`src/rtl/fetch_pkg.sv`:
```
// Shared types and constants for the instruction-fetch stage.
package fetch_pkg;

  localparam logic [31:0] NOP_INSTR = 32'h0000_0013;

  typedef struct packed {
    logic [31:0] pc;
    logic [31:0] instr;
    logic        filled;
  } fetch_entry_t;

endpackage

```
`src/rtl/fetch_ring.sv`:
```
// In-order ring of fetched instructions: entries are allocated at issue, filled on response,
// popped at the head by decode. Flush empties the ring in one cycle.
module fetch_ring
  import fetch_pkg::*;
#(
  parameter int unsigned DEPTH = 4
) (
  input  logic                           clk,
  input  logic                           reset,
  input  logic                           flush_i,
  input  logic                           alloc_i,
  input  logic [31:0]                    alloc_pc_i,
  input  logic                           fill_i,
  input  logic [31:0]                    fill_instr_i,
  input  logic                           pop_i,
  output fetch_entry_t                   head_o,
  output logic [$clog2(DEPTH+1)-1:0]     live_o
);

  localparam int unsigned PW = $clog2(DEPTH);
  localparam int unsigned CW = $clog2(DEPTH + 1);

  fetch_entry_t entries_q [DEPTH];
  fetch_entry_t entries_d [DEPTH];
  logic [PW-1:0] alloc_ptr_q, alloc_ptr_d;
  logic [PW-1:0] fill_ptr_q, fill_ptr_d;
  logic [PW-1:0] head_ptr_q, head_ptr_d;
  logic [CW-1:0] live_q, live_d;

  assign head_o = entries_q[head_ptr_q];
  assign live_o = live_q;

  always_comb begin
    entries_d   = entries_q;
    alloc_ptr_d = alloc_ptr_q;
    fill_ptr_d  = fill_ptr_q;
    head_ptr_d  = head_ptr_q;
    live_d      = live_q;
    if (flush_i) begin
      alloc_ptr_d = '0;
      fill_ptr_d  = '0;
      head_ptr_d  = '0;
      live_d      = '0;
    end else begin
      if (alloc_i) begin
        entries_d[alloc_ptr_q] = '{pc: alloc_pc_i, instr: NOP_INSTR, filled: 1'b0};
        alloc_ptr_d            = alloc_ptr_q + PW'(1);
      end
      // Fill never targets the entry being allocated: that would require a full ring.
      if (fill_i) begin
        entries_d[fill_ptr_q].instr  = fill_instr_i;
        entries_d[fill_ptr_q].filled = 1'b1;
        fill_ptr_d                   = fill_ptr_q + PW'(1);
      end
      if (pop_i) begin
        head_ptr_d = head_ptr_q + PW'(1);
      end
      live_d = live_q + CW'(alloc_i) - CW'(pop_i);
    end
  end

  always_ff @(posedge clk) begin
    if (reset) begin
      entries_q   <= '{default: '0};
      alloc_ptr_q <= '0;
      fill_ptr_q  <= '0;
      head_ptr_q  <= '0;
      live_q      <= '0;
    end else begin
      entries_q   <= entries_d;
      alloc_ptr_q <= alloc_ptr_d;
      fill_ptr_q  <= fill_ptr_d;
      head_ptr_q  <= head_ptr_d;
      live_q      <= live_d;
    end
  end

endmodule

```
`src/rtl/fetch_queue.sv`:
```
// Fetch stage: owns the PC, issues reads to a variable-latency imem, and hands buffered
// instructions to decode. Redirects flush the ring and discard responses still owed.
module fetch_queue
  import fetch_pkg::*;
#(
  parameter int unsigned DEPTH    = 4,
  parameter logic [31:0] RESET_PC = 32'h0000_0000
) (
  input  logic        clk,
  input  logic        reset,
  output logic        imem_req,
  output logic [31:0] imem_addr,
  input  logic        imem_gnt,
  input  logic        imem_rvalid,
  input  logic [31:0] imem_rdata,
  input  logic        redirect,
  input  logic [31:0] redirect_pc,
  input  logic        stall_d,
  output logic        valid_f,
  output logic [31:0] instr_f,
  output logic [31:0] pc_f,
  output logic [31:0] pc_plus4_f
);

  localparam int unsigned CW = $clog2(DEPTH + 1);

  logic [31:0]   fetch_pc_q, fetch_pc_d;
  logic [CW-1:0] outstanding_q, outstanding_d;
  logic [CW-1:0] drop_q, drop_d;
  logic [CW-1:0] live;
  fetch_entry_t  head;
  logic          issue, pop, keep_resp;

  assign imem_req  = !reset && !redirect && (live < CW'(DEPTH)) && (outstanding_q < CW'(DEPTH));
  assign imem_addr = fetch_pc_q;
  assign issue     = imem_req && imem_gnt;

  assign valid_f    = (live != '0) && head.filled;
  assign pop        = valid_f && !stall_d && !redirect;
  assign keep_resp  = imem_rvalid && (drop_q == '0) && !redirect;

  assign instr_f    = valid_f ? head.instr : NOP_INSTR;
  assign pc_f       = valid_f ? head.pc : 32'h0;
  assign pc_plus4_f = valid_f ? head.pc + 32'd4 : 32'h0;

  always_comb begin
    fetch_pc_d    = fetch_pc_q;
    outstanding_d = outstanding_q + CW'(issue) - CW'(imem_rvalid);
    drop_d        = drop_q;
    if (issue) begin
      fetch_pc_d = fetch_pc_q + 32'd4;
    end
    if (imem_rvalid && (drop_q != '0)) begin
      drop_d = drop_q - CW'(1);
    end
    // Every read still in flight belongs to the flushed path.
    if (redirect) begin
      fetch_pc_d = {redirect_pc[31:2], 2'b00};
      drop_d     = outstanding_q - CW'(imem_rvalid);
    end
  end

  always_ff @(posedge clk) begin
    if (reset) begin
      fetch_pc_q    <= RESET_PC;
      outstanding_q <= '0;
      drop_q        <= '0;
    end else begin
      fetch_pc_q    <= fetch_pc_d;
      outstanding_q <= outstanding_d;
      drop_q        <= drop_d;
    end
  end

  fetch_ring #(
    .DEPTH (DEPTH)
  ) u_ring (
    .clk          (clk),
    .reset        (reset),
    .flush_i      (redirect),
    .alloc_i      (issue),
    .alloc_pc_i   (fetch_pc_q),
    .fill_i       (keep_resp),
    .fill_instr_i (imem_rdata),
    .pop_i        (pop),
    .head_o       (head),
    .live_o       (live)
  );

endmodule

```
`config.mk`:
```
export PLATFORM = sky130hd
export DESIGN_NAME = fetch_queue
export DESIGN_NICKNAME = d
export VERILOG_FILES = /design/src/rtl/fetch_pkg.sv /design/src/rtl/fetch_ring.sv /design/src/rtl/fetch_queue.sv
export SDC_FILE = /design/constraint.sdc
export NUM_CORES = 1
export LEC_CHECK = 0
export CAP_MARGIN = 10
export CORE_AREA = 2 2 182 184
export CTS_CLUSTER_DIAMETER = 30
export DETAILED_ROUTE_END_ITERATION = 10
export DIE_AREA = 0 0 184 186
export PLACE_DENSITY = 0.76
export SYNTH_ARGS = -nofsm -noshare
export SYNTH_HDL_FRONTEND = slang
export SYNTH_SLANG_ARGS = --single-unit
```
`constraint.sdc`:
```
create_clock -name clk -period 8.14 [get_ports clk]
set_input_delay 1.628 -clock clk [delete_from_list [all_inputs] [get_ports clk]]
set_output_delay 1.628 -clock clk [all_outputs]
set_load 0.01 [all_outputs]
```
; Word level (Yosys, flattened, before mapping)
; Cells that the tools add are included.
[totals]
register_bits = 307
elab_cells = 84
[op_classes]
mux = 22
magnitude_cmp = 7
bitwise = 3
reduce_logical = 21
n_addsub = 11
[op_table]
columns = operator, count
row1 = bitwise mux 260 bit, 3
row2 = two-way mux 260 bit, 3
row3 = demux 65 bit (select 2 bit), 3
row4 = two-way mux 65 bit, 3
row5 = two-way mux 32 bit, 5
row6 = binary-select mux 65 bit (select 2 bit), 1
row7 = adder 32 x 3 -> 32 bit (second input constant), 2
row8 = two-way mux 33 bit, 1
row9 = logical AND 1 bit, 12
row10 = >= comparator 3 bit (second input constant), 3
row11 = NOT 2 -> 3 bit, 3
row12 = subtractor 3 x 1 -> 3 bit, 3
row13 = adder 2 x 1 -> 2 bit (second input constant), 3
row14 = adder 3 x 1 -> 3 bit, 2
row15 = less-than comparator 3 x 1 -> 1 bit (second input constant), 2
row16 = less-than comparator 3 bit (second input constant), 2
row17 = two-way mux 3 bit, 2
row18 = nonzero test 3 bit, 2
row19 = nonzero test 2 bit, 2
row20 = logical NOT 1 bit, 3
row21 = logical NOT 3 bit, 1
row22 = subtractor 3 x 1 -> 3 bit (second input constant), 1
row23 = OR reduction 2 bit, 1
row24 = two-way mux 1 bit, 1

; Depth between registers and ports, before layout
; Gate-level depths: netlist of the first run.
[logic_depth]
ltp_word = 11
mapped_depth = 15
depth_no_buf = 10

; By module
; A second synthesis of the first run with hierarchy kept.
[unflattened]
hier_cells = 1725
hier_area_um2 = 14809.2
[by_module_without_submodules]
columns = module, cells_per_inst, n_inst, area_each_um2
row1 = fetch_ring, 1269, 1, 11518.5
row2 = fetch_queue, 456, 1, 3290.7

; Least setup slack after synthesis of the first run
; OpenSTA, ideal clock, no wires.
[synth_path]
kind = reg2out
start = register u_ring.head_ptr_q[0]
end = output pc_plus4_f[26]
slack_ns = 3.848
stages_incl_launch_ff = 11
required_time_ns = 6.512
arrival_ns = 2.664
n_path_buf = 4
path_cell_list = dfxtp_1 > buf_6 > buf_12 > buf_12 > mux4_2 > ha_1 > inv_1 > or4_1 > buf_2 > or4_1 > a21oi_1
[synth_between]
elab_chain_len = 6
word_cells_on_any_way = 7
[synth_lines]
columns = item, line
row1 = from (decl), fetch_ring.sv:27  ; logic [PW-1:0] head_ptr_q, head_ptr_d;
row2 = from (signal assigned), fetch_ring.sv:73  ; head_ptr_q <= head_ptr_d;
row3 = NOT 2 -> 3 bit (implied by the code) *, fetch_ring.sv:30  ; assign head_o = entries_q[head_ptr_q];
row4 = binary-select mux 65 bit (select 2 bit) *, fetch_ring.sv:30
row5 = two-way mux 65 bit (implied by the code) * (2 in series), fetch_ring.sv:30
row6 = adder 32 x 3 -> 32 bit or logical AND 1 bit (tied branches), "fetch_queue.sv:44, fetch_queue.sv:38"
row7 = two-way mux 32 bit *, fetch_queue.sv:44  ; assign pc_plus4_f = valid_f ? head.pc + 32'd4 : 32'h0;
row8 = to (decl), fetch_queue.sv:22  ; output logic [31:0] pc_plus4_f
; Mark *: on every way between the ends. The rest lies on a longest branch, timed or not. The select of a mux whose other input is x is not followed.

; Final worst setup path of the first run
[layout_path]
start = register u_ring.head_ptr_q[1]
end = output pc_plus4_f[27]
; Same word-level chain as after synthesis.

==> impl_metrics.py, run 1 <==
metrics = {
    "status": {
        "status": "complete, no violations",
    },
    "global_routing": {
        "first_global_vias": 13000,
        "grtUsageMet3_pct": 4.93,
        "grtUsageMet1_pct": 29.5,
        "grt_antenna_before_repair": 0,
        "grt_max_degree": 99,
        "grt_pass1_wl_um": 67800,
        "overflow": 0,
        "grt-busiest-layer": "met2",
        "met2_usage_pct": 43.9,
        "grt_usage_pct": 24.8,
    },
    "power_and_ir_drop": {
        "fin_total_pwr_mw": 4.22,
        "pwr_density_cell_nw_per_um2": 231,
        "cellLeakagePower_nw": 6.02,
        "vdd_drop_max_mv": 0.197,
    },
    "yosys": {
        "postSynthCellCount": 1673,
        "netlist_area_sq_um": 14300,
        "yosysSeqAreaShare_pct": 42.6,
        "synthArstFlopShare_pct": 0,
        "synth_edf_count": 0,
        "synthMuxAreaShare_pct": 10.9,
        "synth-compound-area-share_pct": 15.4,
        "synth_top_family_by_area": "simple AND/OR/NAND/NOR gates",
        "synth_flop_cell": "dfxtp_1",
        "synthDistinctLibCells": 62,
        "synth_seq_cells": 305,
        "yosysWarnings": 0,
        "synthXorXnorAreaFrac_pct": 1.41,
        "synthAdderAreaFrac_pct": 1.85,
        "synth.avg_cell_area_sq_um": 8.56,
        "synthSimpleGateAreaFrac_pct": 21.9,
    },
    "clock_tree": {
        "cts_setup_buffers": 0,
        "hold_buffers": 0,
        "cts_tree": "done",
        "insertion_delay_ns": 0.58,
        "cts.sinks": 305,
        "numCtsBuffers": 56,
        "clk_pin_slew_worst_paths_ns": 0.05,
        "ctsLongestPathBuffers": 3,
        "cts_root_buffer": "clkbuf_16",
        "cts.htree.levels": 2,
        "cts_resized": 0,
    },
    "critical_path": {
        "r2r_end": "u_ring.live_o[2]$_SDFF_PP0_",
        "cp-end-kind": "output pin",
        "cp_max_fo": 34,
        "start_kind": "flop",
        "rr_worst_depth": 12,
        "slowest_stage": "dfxtp_2",
        "crit_chain": "buf_4, mux4_1, and4_1, nand4_4, or4_1, a21oi_1, clkdlybuf4s50_1",
        "reg2reg_from": "u_ring.head_ptr_q[0]$_SDFFE_PP0P_",
        "cp.arrival_ns": 4.61,
        "worstSetupPathType": "flop to output pin",
        "worst_path_largest_cell_delay_ns": 1.03,
        "reg2reg_slack_ns": 3.95,
        "worstPathRequired_ns": 6.51,
    },
    "routing": {
        "drt-total-wl_um": 43200,
        "vias": 13100,
        "avgViaCountPerCell": 5.86,
        "first_pass_iters": 8,
        "final_antenna_net_count": 0,
        "route.detailed.drc": 0,
        "post_drt_wl_per_cell_um": 19.3,
        "dr.first_iter.drc_count": 1118,
    },
    "place": {
        "placed_area_sq_um": 16300,
        "dp.cells": 2134,
        "port-buffer-count": 195,
        "dpl.hpwl_um": 26200,
        "gp_congestion": 0.865,
        "pre_cts_ws_ns": 2.52,
    },
    "hold_path": {
        "min_to": "u_ring.entries_q[82]$_SDFFE_PP0N_",
        "min_path_cells": 2,
        "hp-class": "flop to flop",
        "hp-start": "u_ring.entries_q[82]$_SDFFE_PP0N_",
    },
    "floorplanning": {
        "dieArea_sq_um": 34200,
        "num_rows": 66,
        "fp.dieW_um": 184,
        "io_pins": 200,
        "core_area_sq_um": 32200,
        "die-height_um": 186,
        "initial_core_util_pct": 44.5,
    },
    "finish": {
        "multi_input_area_sq_um": 7440,
        "antenna_cells": 0,
        "layout_commonest_cell": "nand2_1",
        "fin_util_pct": 56.7,
        "final_cell_area_sq_um": 18300,
        "syn_to_final_growth_pct": 27.5,
        "fin_cells": 2239,
        "seqCellArea_sq_um": 6110,
        "layout_common_cells": "339 x nand2_1, 303 x dfxtp_1, 194 x clkdlybuf4s50_1",
        "fillers": 2746,
        "nNetsFinal": 1875,
        "drive_gt1_share_pct": 10.9,
    },
    "timing": {
        "tightest_slew_ns": 1.17,
        "fin_hold_ws_ns": 0.451,
        "min_period_ns": 6.23,
        "max_freq_ghz": 0.160,
        "finalCritPeriodShare_pct": 76.6,
        "tns_ns": 0,
        "slew_headroom_pct": 21.8,
        "rsz0062_at_grt": "no",
        "setup_ws_ns": 1.91,
        "maxSlewViolCount": 0,
        "timing.final.hold_violations": 0,
        "final-setup-viol-count": 0,
        "fin_worst_skew_ns": 0.0400,
    },
    "run": {
        "cap_violations": 0,
    },
}
area by class of cell:
| cell class | count | area share [%] |
|---|---|---|
| timing repair buffer | 215 | 11.6 |
| clock buffer | 70 | 8.41 |
| tap | 408 | 2.80 |
| multi-input combinational | 1176 | 40.7 |
| clock inverter | 34 | 2.37 |
| sequential | 305 | 33.5 |
| inverter | 31 | 0.637 |
per-layer routing:
metal | part of all wire [%] | up-vias
met5 | 0 | -
met4 | 3.0 | 0
met3 | 8.8 | 99
met2 | 49 | 626
met1 | 39 | 6341
li1 | - | 6047
how the worst max path moves through the flow:
stage	startpoint	end	slack [ns]
final	u_ring.head_ptr_q[1]$_SDFFE_PP0P_	pc_plus4_f[27]	1.91
after global routing	u_ring.head_ptr_q[1]$_SDFFE_PP0P_	pc_plus4_f[26]	1.72
after CTS	u_ring.head_ptr_q[1]$_SDFFE_PP0P_	pc_plus4_f[27]	1.93
after detailed placement	u_ring.head_ptr_q[1]$_SDFFE_PP0P_	pc_plus4_f[27]	2.52
after global placement	u_ring.head_ptr_q[1]$_SDFFE_PP0P_	pc_plus4_f[27]	2.56
after floorplan	u_ring.head_ptr_q[0]$_SDFFE_PP0P_	pc_plus4_f[26]	3.85
kinds of logic after synthesis:
logic type | count (synthesis)
buffers and inverters | 193
adder cells (fa/ha/maj) | 20
AO/OA/AOI/OAI | 368
other | 1
flip-flops | 305
AND/OR/NAND/NOR | 691
XOR/XNOR | 23
multiplexers | 72
critical path: cells and delay by family, from the launching register on:
family	cells	cell delay (ns)
and+or+nand+nor	3	1.24
muxes	1	0.39
buffers and inverters	2	1.16
DFF	1	1.03
AOI/OAI and AO/OA	1	0.20
Yosys cell counts (all sizes together) (2+ instances only):
library cell,instances,share of area (%)
a211oi,2,0.10
a21o,3,0.16
a21oi,191,6.7
a221oi,2,0.12
a222oi,2,0.14
a22oi,90,4.7
a31oi,14,0.61
a32oi,6,0.37
and2,12,0.52
and3,13,0.57
and4,3,0.18
buf,41,1.8
clkbuf,121,3.2
dfxtp,305,43
fa,2,0.28
ha,18,1.6
inv,31,0.81
mux2,5,0.39
mux2i,3,0.21
mux4,64,10
nand2,339,8.9
nand3,22,0.77
nand4,17,1.0
nand4b,3,0.18
nor2,154,4.0
nor2b,58,2.5
nor3,20,0.70
nor3b,8,0.42
nor4,9,0.44
o211ai,9,0.47
o21ai,26,0.91
o22ai,12,0.52
o31ai,3,0.16
o41ai,2,0.12
or2,6,0.26
or3,13,0.60
or4,8,0.42
or4b,2,0.14
xnor2,17,1.0
xor2,6,0.37
power breakdown:
part           switching, mW  total, mW  internal, mW
combinational          0.159      0.284         0.126
sequential            0.0481       1.58          1.53
clock                  0.839       2.36          1.52
total                   1.05       4.22          3.17
Power figures use the tool's default switching activity.
==> run 2, diff against run 1 <==
==> constraint.sdc (replaced) <==
create_clock -name clk -period 5.8 [get_ports clk]
set_input_delay 1.16 -clock clk [delete_from_list [all_inputs] [get_ports clk]]
set_output_delay 1.16 -clock clk [all_outputs]
set_load 0.01 [all_outputs]
==> impl_metrics.py, run 2 (synthesis gave the netlist of run 1 again) <==
metrics = {
    "critical_path": {
        "cp_max_fo": 31,
        "cp-end-kind": "output pin",
        "worstSetupPathType": "flop to output pin",
        "start_kind": "flop",
        "cp.arrival_ns": 4.26,
        "worstPathRequired_ns": 4.64,
    },
    "clock_tree": {
        "cts.htree.levels": 2,
        "cts_setup_buffers": 0,
        "cts_tree": "done",
        "cts_resized": 0,
        "numCtsBuffers": 57,
        "ctsLongestPathBuffers": 3,
        "hold_buffers": 0,
        "clk_pin_slew_worst_paths_ns": 0.05,
        "cts.sinks": 305,
        "cts_root_buffer": "clkbuf_16",
        "insertion_delay_ns": 0.57,
    },
    "power_and_ir_drop": {
        "cellLeakagePower_nw": 6.05,
        "pwr-share-comb_pct": 6.7,
        "clkPwrFrac_pct": 56.0,
        "power_frac_seq_pct": 37.2,
        "pwr_density_cell_nw_per_um2": 325,
        "p_int_mw": 4.53,
        "p_sw_share_pct": 23.8,
        "p_switching_mw": 1.42,
        "vdd_drop_max_mv": 0.319,
    },
    "timing": {
        "final-setup-viol-count": 0,
        "slew_headroom_pct": 29.0,
        "tns_ns": 0,
        "fin_hold_ws_ns": 0.451,
        "maxSlewViolCount": 0,
        "min_period_ns": 5.42,
        "finalCritPeriodShare_pct": 93.4,
        "tightest_slew_ns": 1.05,
        "timing.final.hold_violations": 0,
        "fin_worst_skew_ns": 0.0483,
        "setup_ws_ns": 0.385,
        "rsz0062_at_grt": "no",
        "max_freq_ghz": 0.185,
    },
    "place": {
        "pre_cts_ws_ns": 1.00,
        "dpl.hpwl_um": 26100,
        "gp_congestion": 0.871,
        "port-buffer-count": 195,
    },
    "routing": {
        "first_pass_iters": 6,
        "dr.first_iter.drc_count": 1247,
        "route.detailed.drc": 0,
        "drt-total-wl_um": 42500,
        "avgViaCountPerCell": 5.84,
        "vias": 13100,
        "final_antenna_net_count": 0,
        "post_drt_wl_per_cell_um": 18.9,
    },
    "floorplanning": {
        "io_pins": 200,
        "num_rows": 66,
        "dieArea_sq_um": 34200,
        "core_area_sq_um": 32200,
        "initial_core_util_pct": 44.5,
        "fp.dieW_um": 184,
        "die-height_um": 186,
    },
    "run": {
        "cap_violations": 0,
    },
    "global_routing": {
        "grt_antenna_before_repair": 0,
        "first_global_vias": 13000,
        "overflow": 0,
        "grt_pass1_wl_um": 67800,
        "grt_usage_pct": 24.7,
        "grt_max_degree": 197,
    },
    "finish": {
        "layout_commonest_cell": "nand2_1",
        "syn_to_final_growth_pct": 28.0,
        "fillers": 2750,
        "layout_common_cells": "339 x nand2_1, 303 x dfxtp_1, 194 x clkdlybuf4s50_1",
        "drive_gt1_share_pct": 11.0,
        "nNetsFinal": 1884,
    },
    "status": {
        "status": "complete, no violations",
    },
    "hold_path": {
        "hp-class": "flop to flop",
    },
}
-- run 2: changes by cell type in the layout (fill, tap and decap cells not counted), moves of 2 or more --
cell        change
inv_6           -3
nand3_1         +3
nor2_4          -2
nor2_2          +2
clkinv_2        +3
buf_4           +7
nand3_2         -3
clkinvlp_4      +4
clkinv_4        -6
bufinv_16       +2
-- run 2: cell type report --
type	instances	area, sq um	share of cell area [%]
clock buffers	71	1540	8.40
diodes	1	2.50	0.0137
inverters	31	116	0.635
repair buffers	223	2190	11.9
multi-input cells	1176	7410	40.4
clock inverters	33	448	2.44
well taps	408	510	2.79
flip-flops and latches	305	6110	33.3
-- run 2: per-layer routing --
| layer | part of all wire (%) | global-route usage (%) | vias to the layer above |
|---|---|---|---|
| li1 | - | - | 6092 |
| met2 | 50 | 43.7 | 611 |
| met5 | 0 | 0 | - |
| met3 | 8.3 | 4.89 | 93 |
| met4 | 2.5 | 8.70 | 0 |
| met1 | 40 | 29.8 | 6342 |
-- run 2: path summary, 6_finish.rpt --
path | cells after the start | startpoint | end | slack, ns
worst min-delay path | 2 | u_ring.entries_q[78]$_SDFFE_PP0N_ | u_ring.entries_q[78]$_SDFFE_PP0N_ | 0.45
worst min register to register | 2 | u_ring.entries_q[78]$_SDFFE_PP0N_ | u_ring.entries_q[78]$_SDFFE_PP0N_ | 0.45
worst max-delay path | 6 | u_ring.head_ptr_q[0]$_SDFFE_PP0P_ | pc_plus4_f[27] | 0.38
worst max register to register | 12 | u_ring.head_ptr_q[0]$_SDFFE_PP0P_ | u_ring.live_o[2]$_SDFF_PP0_ | 2.00
-- run 2: stage by stage --
stage          cells  cell area (sq um)  power (mW)  util, %
6_report        2248              18300        5.95     56.9
5_1_grt         2247              18300        6.14     56.9
4_1_cts         2246              18300        5.97     56.9
3_5_place_dp    2142              16300        2.65     50.7
3_3_place_gp    2142              16300        2.63     50.7
2_1_floorplan   1674              14300        2.48        -
-- run 2: critical path: stages, from the launching register on --
cell and delay [ns]:
dfxtp_4 0.75, mux4_1 0.55, nand4_2 0.35, or4_1 0.79
or4_1 0.46, a21oi_1 0.18, clkdlybuf4s50_1 0.58
-- run 2: power by group through the flow --
stage               clock network (mW)  logic (mW)  registers, mW
floorplan                            0       0.254           2.22
global placement                     0       0.383           2.25
detailed placement                   0       0.395           2.25
CTS                               3.36       0.397           2.21
global route                      3.48       0.440           2.22
finish                            3.33       0.401           2.22
==> run 3, diff against run 2 <==
--- a/config.mk
+++ b/config.mk
@@ -5,12 +5,14 @@
 export SDC_FILE = /design/constraint.sdc
 export NUM_CORES = 1
 export LEC_CHECK = 0
+export ABC_AREA = 1
 export CAP_MARGIN = 10
-export CORE_AREA = 2 2 182 184
+export CORE_AREA = 2 2 189 191
 export CTS_CLUSTER_DIAMETER = 30
 export DETAILED_ROUTE_END_ITERATION = 10
-export DIE_AREA = 0 0 184 186
+export DIE_AREA = 0 0 191 193
 export PLACE_DENSITY = 0.76
+export SETUP_SLACK_MARGIN = 0.3
 export SYNTH_ARGS = -nofsm -noshare
 export SYNTH_HDL_FRONTEND = slang
 export SYNTH_SLANG_ARGS = --single-unit
==> impl_metrics.py, run 3 <==
metrics = {
    "yosys": {
        "synth_flop_cell": "dfxtp_1",
        "synth.top_cell.area_share_pct": 39.4,
        "synth_seq_cells": 305,
        "synthTopCellsByArea": "dfxtp_1 39%, nand2_1 15%, a21oi_1 9.8%, o21ai_0 7.4%, nor2_1 6.4%",
        "synth.avg_cell_area_sq_um": 6.65,
        "postSynthCellCount": 2331,
        "synthArstFlopShare_pct": 0,
        "synth_area_leader_cell": "dfxtp_1",
        "synth_edf_count": 0,
        "netlist_area_sq_um": 15500,
        "yosysWarnings": 0,
        "yosysSeqAreaShare_pct": 39.4,
        "synthTopCellsByCount": "628 x nand2_1, 305 x dfxtp_1, 304 x a21oi_1",
        "synthDistinctLibCells": 44,
        "synth.most_common_cell": "nand2_1",
    },
    "clock_tree": {
        "cts_root_buffer": "clkbuf_16",
        "numCtsBuffers": 72,
        "clk_pin_slew_worst_paths_ns": 0.05,
        "cts_setup_buffers": 0,
        "cts.htree.levels": 3,
        "cts_resized": 0,
        "ctsLongestPathBuffers": 3,
        "insertion_delay_ns": 0.57,
        "cts_tree": "done",
        "hold_buffers": 0,
        "cts.sinks": 305,
    },
    "timing": {
        "tns_ns": 0,
        "min_period_ns": 4.98,
        "tightest_slew_ns": 1.27,
        "finalCritPeriodShare_pct": 85.8,
        "fin_worst_skew_ns": 0.0221,
        "slew_headroom_pct": 15.2,
        "final-setup-viol-count": 0,
        "rsz0062_at_grt": "no",
        "setup_ws_ns": 0.823,
        "max_freq_ghz": 0.201,
        "maxSlewViolCount": 0,
        "timing.final.hold_violations": 0,
    },
    "floorplanning": {
        "num_rows": 69,
        "dieArea_sq_um": 36900,
        "die-height_um": 193,
        "core_area_sq_um": 35000,
        "fp.dieW_um": 191,
        "io_pins": 200,
        "initial_core_util_pct": 44.3,
    },
    "power_and_ir_drop": {
        "p_switching_mw": 1.57,
        "p_sw_share_pct": 23.4,
        "pwr-share-comb_pct": 7.0,
        "p_int_mw": 5.16,
        "clkPwrFrac_pct": 60.1,
        "cellLeakagePower_nw": 7.59,
        "power_frac_seq_pct": 32.9,
        "pwr_density_cell_nw_per_um2": 339,
        "vdd_drop_max_mv": 0.221,
    },
    "critical_path": {
        "worstSetupPathType": "flop to output pin",
        "rr_worst_depth": 14,
        "cp_max_fo": 69,
        "cp-end-kind": "output pin",
        "cp.arrival_ns": 3.82,
        "worstPathRequired_ns": 4.64,
        "start_kind": "flop",
    },
    "routing": {
        "avgViaCountPerCell": 5.44,
        "final_antenna_net_count": 0,
        "route.detailed.drc": 0,
        "vias": 16200,
        "first_pass_iters": 6,
        "post_drt_wl_per_cell_um": 16.6,
        "drt-total-wl_um": 49400,
        "dr.first_iter.drc_count": 1281,
    },
    "global_routing": {
        "grt_usage_pct": 26.1,
        "first_global_vias": 15200,
        "grt_antenna_before_repair": 0,
        "overflow": 0,
        "grt_max_degree": 138,
        "grt_pass1_wl_um": 77200,
    },
    "finish": {
        "nNetsFinal": 2556,
        "seqCellArea_sq_um": 6110,
        "fin_util_pct": 56.8,
        "layout_commonest_cell": "nand2_1",
        "final_cell_area_sq_um": 19900,
        "multi_input_area_sq_um": 7880,
        "fillers": 3175,
        "drive_gt1_share_pct": 8.22,
        "layout_common_cells": "626 x nand2_1, 304 x a21oi_1, 303 x dfxtp_1",
        "antenna_cells": 0,
        "syn_to_final_growth_pct": 28.2,
    },
    "place": {
        "placed_area_sq_um": 17400,
        "port-buffer-count": 195,
        "gp_congestion": 0.906,
        "dpl.hpwl_um": 31200,
        "pre_cts_ws_ns": 1.05,
    },
    "status": {
        "status": "complete, no violations",
    },
    "hold_path": {
        "min_path_cells": 2,
        "hp-class": "flop to flop",
    },
    "run": {
        "cap_violations": 0,
    },
}
-- run 3: cell count changes after synthesis, sizes merged, moves of 64 or more --
cell and change:
a21oi +113, a22oi -90, inv +147, mux4 -64, nand2 +308, nor2 +128
o21ai +210
-- run 3: power groups by stage --
stage	registers, mW	clock network [mW]	logic (mW)
floorplan	2.24	0	0.286
global placement	2.25	0	0.446
detailed placement	2.25	0	0.458
CTS	2.22	4.09	0.463
global route	2.22	4.19	0.518
finish	2.22	4.05	0.469
-- run 3: cell type report --
class	count	share of cell area (%)
inverter	179	3.42
clock buffer	86	9.84
tap	461	2.90
sequential	305	30.8
timing repair buffer	216	10.9
multi-input combinational	1692	39.7
clock inverter	39	2.51
-- run 3: per-layer routing --
layer | vias up | share of wire, % | track usage (%)
met5 | - | 0 | 0
met3 | 129 | 8.8 | 5.00
met2 | 725 | 44 | 41.3
met1 | 7474 | 44 | 34.6
li1 | 7866 | - | -
met4 | 0 | 3.4 | 11.8
-- run 3: through the flow --
stage / instances / power (mW) / hold WS, ns
floorplan: 2332 / 2.53 / 0.421
global placement: 2851 / 2.70 / 0.428
detailed placement: 2851 / 2.71 / 0.431
CTS: 2976 / 6.76 / 0.441
global route: 2978 / 6.94 / 0.452
finish: 2978 / 6.73 / 0.441
-- run 3: worst max-delay path: stages, from the launching register on --
cell             delay (ns)
dfxtp_4                0.82
inv_6                  0.39
nand2_1                0.14
nand3_1                0.07
nand2_1                0.23
nand2_1                0.13
nor2_1                 0.17
nand2_1                0.16
nor2_4                 0.25
nand3_1                0.10
nand2_1                0.07
nand2_1                0.05
inv_1                  0.06
clkdlybuf4s50_1        0.53
-- run 3: worst paths after layout --
kind                                     startpoint                           to  slack [ns]
setup / recovery  u_ring.head_ptr_q[0]$_SDFFE_PP0P_               pc_plus4_f[30]        0.82
hold / removal                                 flop                         flop        0.44
setup reg to reg  u_ring.head_ptr_q[0]$_SDFFE_PP0P_  u_ring.live_o[2]$_SDFF_PP0_        2.47
hold reg to reg                                flop                         flop        0.44
-- run 3: cell families after synthesis --
| group | after synthesis | synth area share (%) |
|---|---|---|
| AOI/OAI and AO/OA | 608 | 20.8 |
| xor gates and xnor gates | 20 | 1.13 |
| adders and majority gates | 20 | 1.71 |
| buffers and inverters | 335 | 9.79 |
| DFF | 305 | 39.4 |
| other | 1 | 0.0242 |
| and+or+nand+nor | 1042 | 27.1 |
==> RTL change, RTL diff (flow settings as in run 3) <==
`DEPTH` is set to 4 in 2 places; all go to 2.
--- a/src/rtl/fetch_ring.sv
+++ b/src/rtl/fetch_ring.sv
@@ -3,7 +3,7 @@
 module fetch_ring
   import fetch_pkg::*;
 #(
-  parameter int unsigned DEPTH = 4
+  parameter int unsigned DEPTH = 2
 ) (
   input  logic                           clk,
   input  logic                           reset,
--- a/src/rtl/fetch_queue.sv
+++ b/src/rtl/fetch_queue.sv
@@ -3,7 +3,7 @@
 module fetch_queue
   import fetch_pkg::*;
 #(
-  parameter int unsigned DEPTH    = 4,
+  parameter int unsigned DEPTH    = 2,
   parameter logic [31:0] RESET_PC = 32'h0000_0000
 ) (
   input  logic        clk,
Function: not settled (the Yosys comparison gave no result); the edit may change what the design does.
==> RTL change against run 3 <==
Routed wire length down 38%; setup slack better by 0.45 ns; power down 59%; maximum frequency up 10%; design area down 40%; via count down 40%; area after synthesis down 41%; critical path type unchanged; worst hold slack better by 0.0093 ns; non-clock buffer count down 11; clock skew down 0.0054 ns; sequential cell count down 136.
==> RTL change: results (changes against run 3) <==
[cells_and_area]
layout.area.seq_mm2 = 0.00338  ; -45%
clk_share_pct = 5.10  ; -7.3 points
n_fill_cell = 3757  ; +18%
multi_input_area_share_pct = 40.8  ; +1.2 points
buf_share_pct = 17.0  ; +6.1 points
seq_share_pct = 28.4  ; -2.4 points
nets = 1638  ; -36%
num-multi-input-gates = 1044  ; -38%

[placement]
dpl.hpwl_mm = 22.2  ; -29%
place_area_mm2 = 0.0113  ; -35%
place.gp.congestion = 0.910  ; +0.41%

[critical_path]
path_max_fanout = 24  ; -65%
crit_start = u_ring.head_ptr_q$_SDFFE_PP0P_
rr_endpoint = u_ring.entries_q[70]$_SDFFE_PP0N_
crit_end = pc_plus4_f[16]
rrSetupSlack_ns = 2.43  ; -0.04 ns
slowest_delay_ns = 0.65  ; -0.17 ns
reg2reg_depth = 8  ; -6

[route]
via_count = 9650  ; -40%

[clock_network]
clock-sinks = 169  ; -45%
clock_path_buffers = 2  ; -1
clkLatencyLatePin_ns = 0.44  ; -0.13 ns

[sta]
setup_slack_ns = 1.28  ; +0.454 ns
worstMarginPinSlew_ns = 1.06  ; -0.210 ns
clock_skew_ns = 0.0167  ; -0.00540 ns
whs_ns = 0.450  ; +0.00934 ns

[grt]
grt_pass1_vias = 8920  ; -41%
grt_max_degree = 75  ; -46%
antenna_found_initial = 2  ; +2

[logic_synthesis]
yosysUniqueCellTypes = 39  ; -11%
seq_area_frac_synth_pct = 37.2  ; -2.2 points
synth_area_per_cell_um2 = 6.46  ; -2.8%
synthTopCellsByCount = 377 x nand2_1, 229 x nor2_1, 169 x dfxtp_1

[run_status]
status = completed

[power]
vdd_ir_drop_max_uv = 202  ; -8.8%

RTL change: cell count changes after synthesis, sizes merged, moves of 33 or more:
cell and change:
o21ai -116, buf -49, dfxtp -136, clkbuf -33, nand2 -259, nor2 -35, nand3 -35, inv -57
a21oi -161
RTL change: routing by layer:
metal	track usage, %	share of wire [%]	wire [um]
met4	6.11	2.5	765
met1	21.1	44	13400
met5	0	0.043	13
met2	26.5	45	13800
met3	3.29	8.0	2430
RTL change: cell families after synthesis:
family,share of synthesized area (%)
xor gates and xnor gates,0.962
DFF,37.2
other,0.0412
muxes,3.19
buffers and inverters,9.46
adders and majority gates,1.10
AOI/OAI and AO/OA,16.3
and+or+nand+nor,31.8
RTL change: power breakdown:
group / switching, mW / total, mW / internal (mW) / leakage [nW]
Sequential: 0.0425 / 1.25 / 1.21 / 1.38
Clock: 0.541 / 1.16 / 0.620 / 0.291
Combinational: 0.188 / 0.318 / 0.129 / 2.90
Total: 0.772 / 2.73 / 1.96 / 4.57
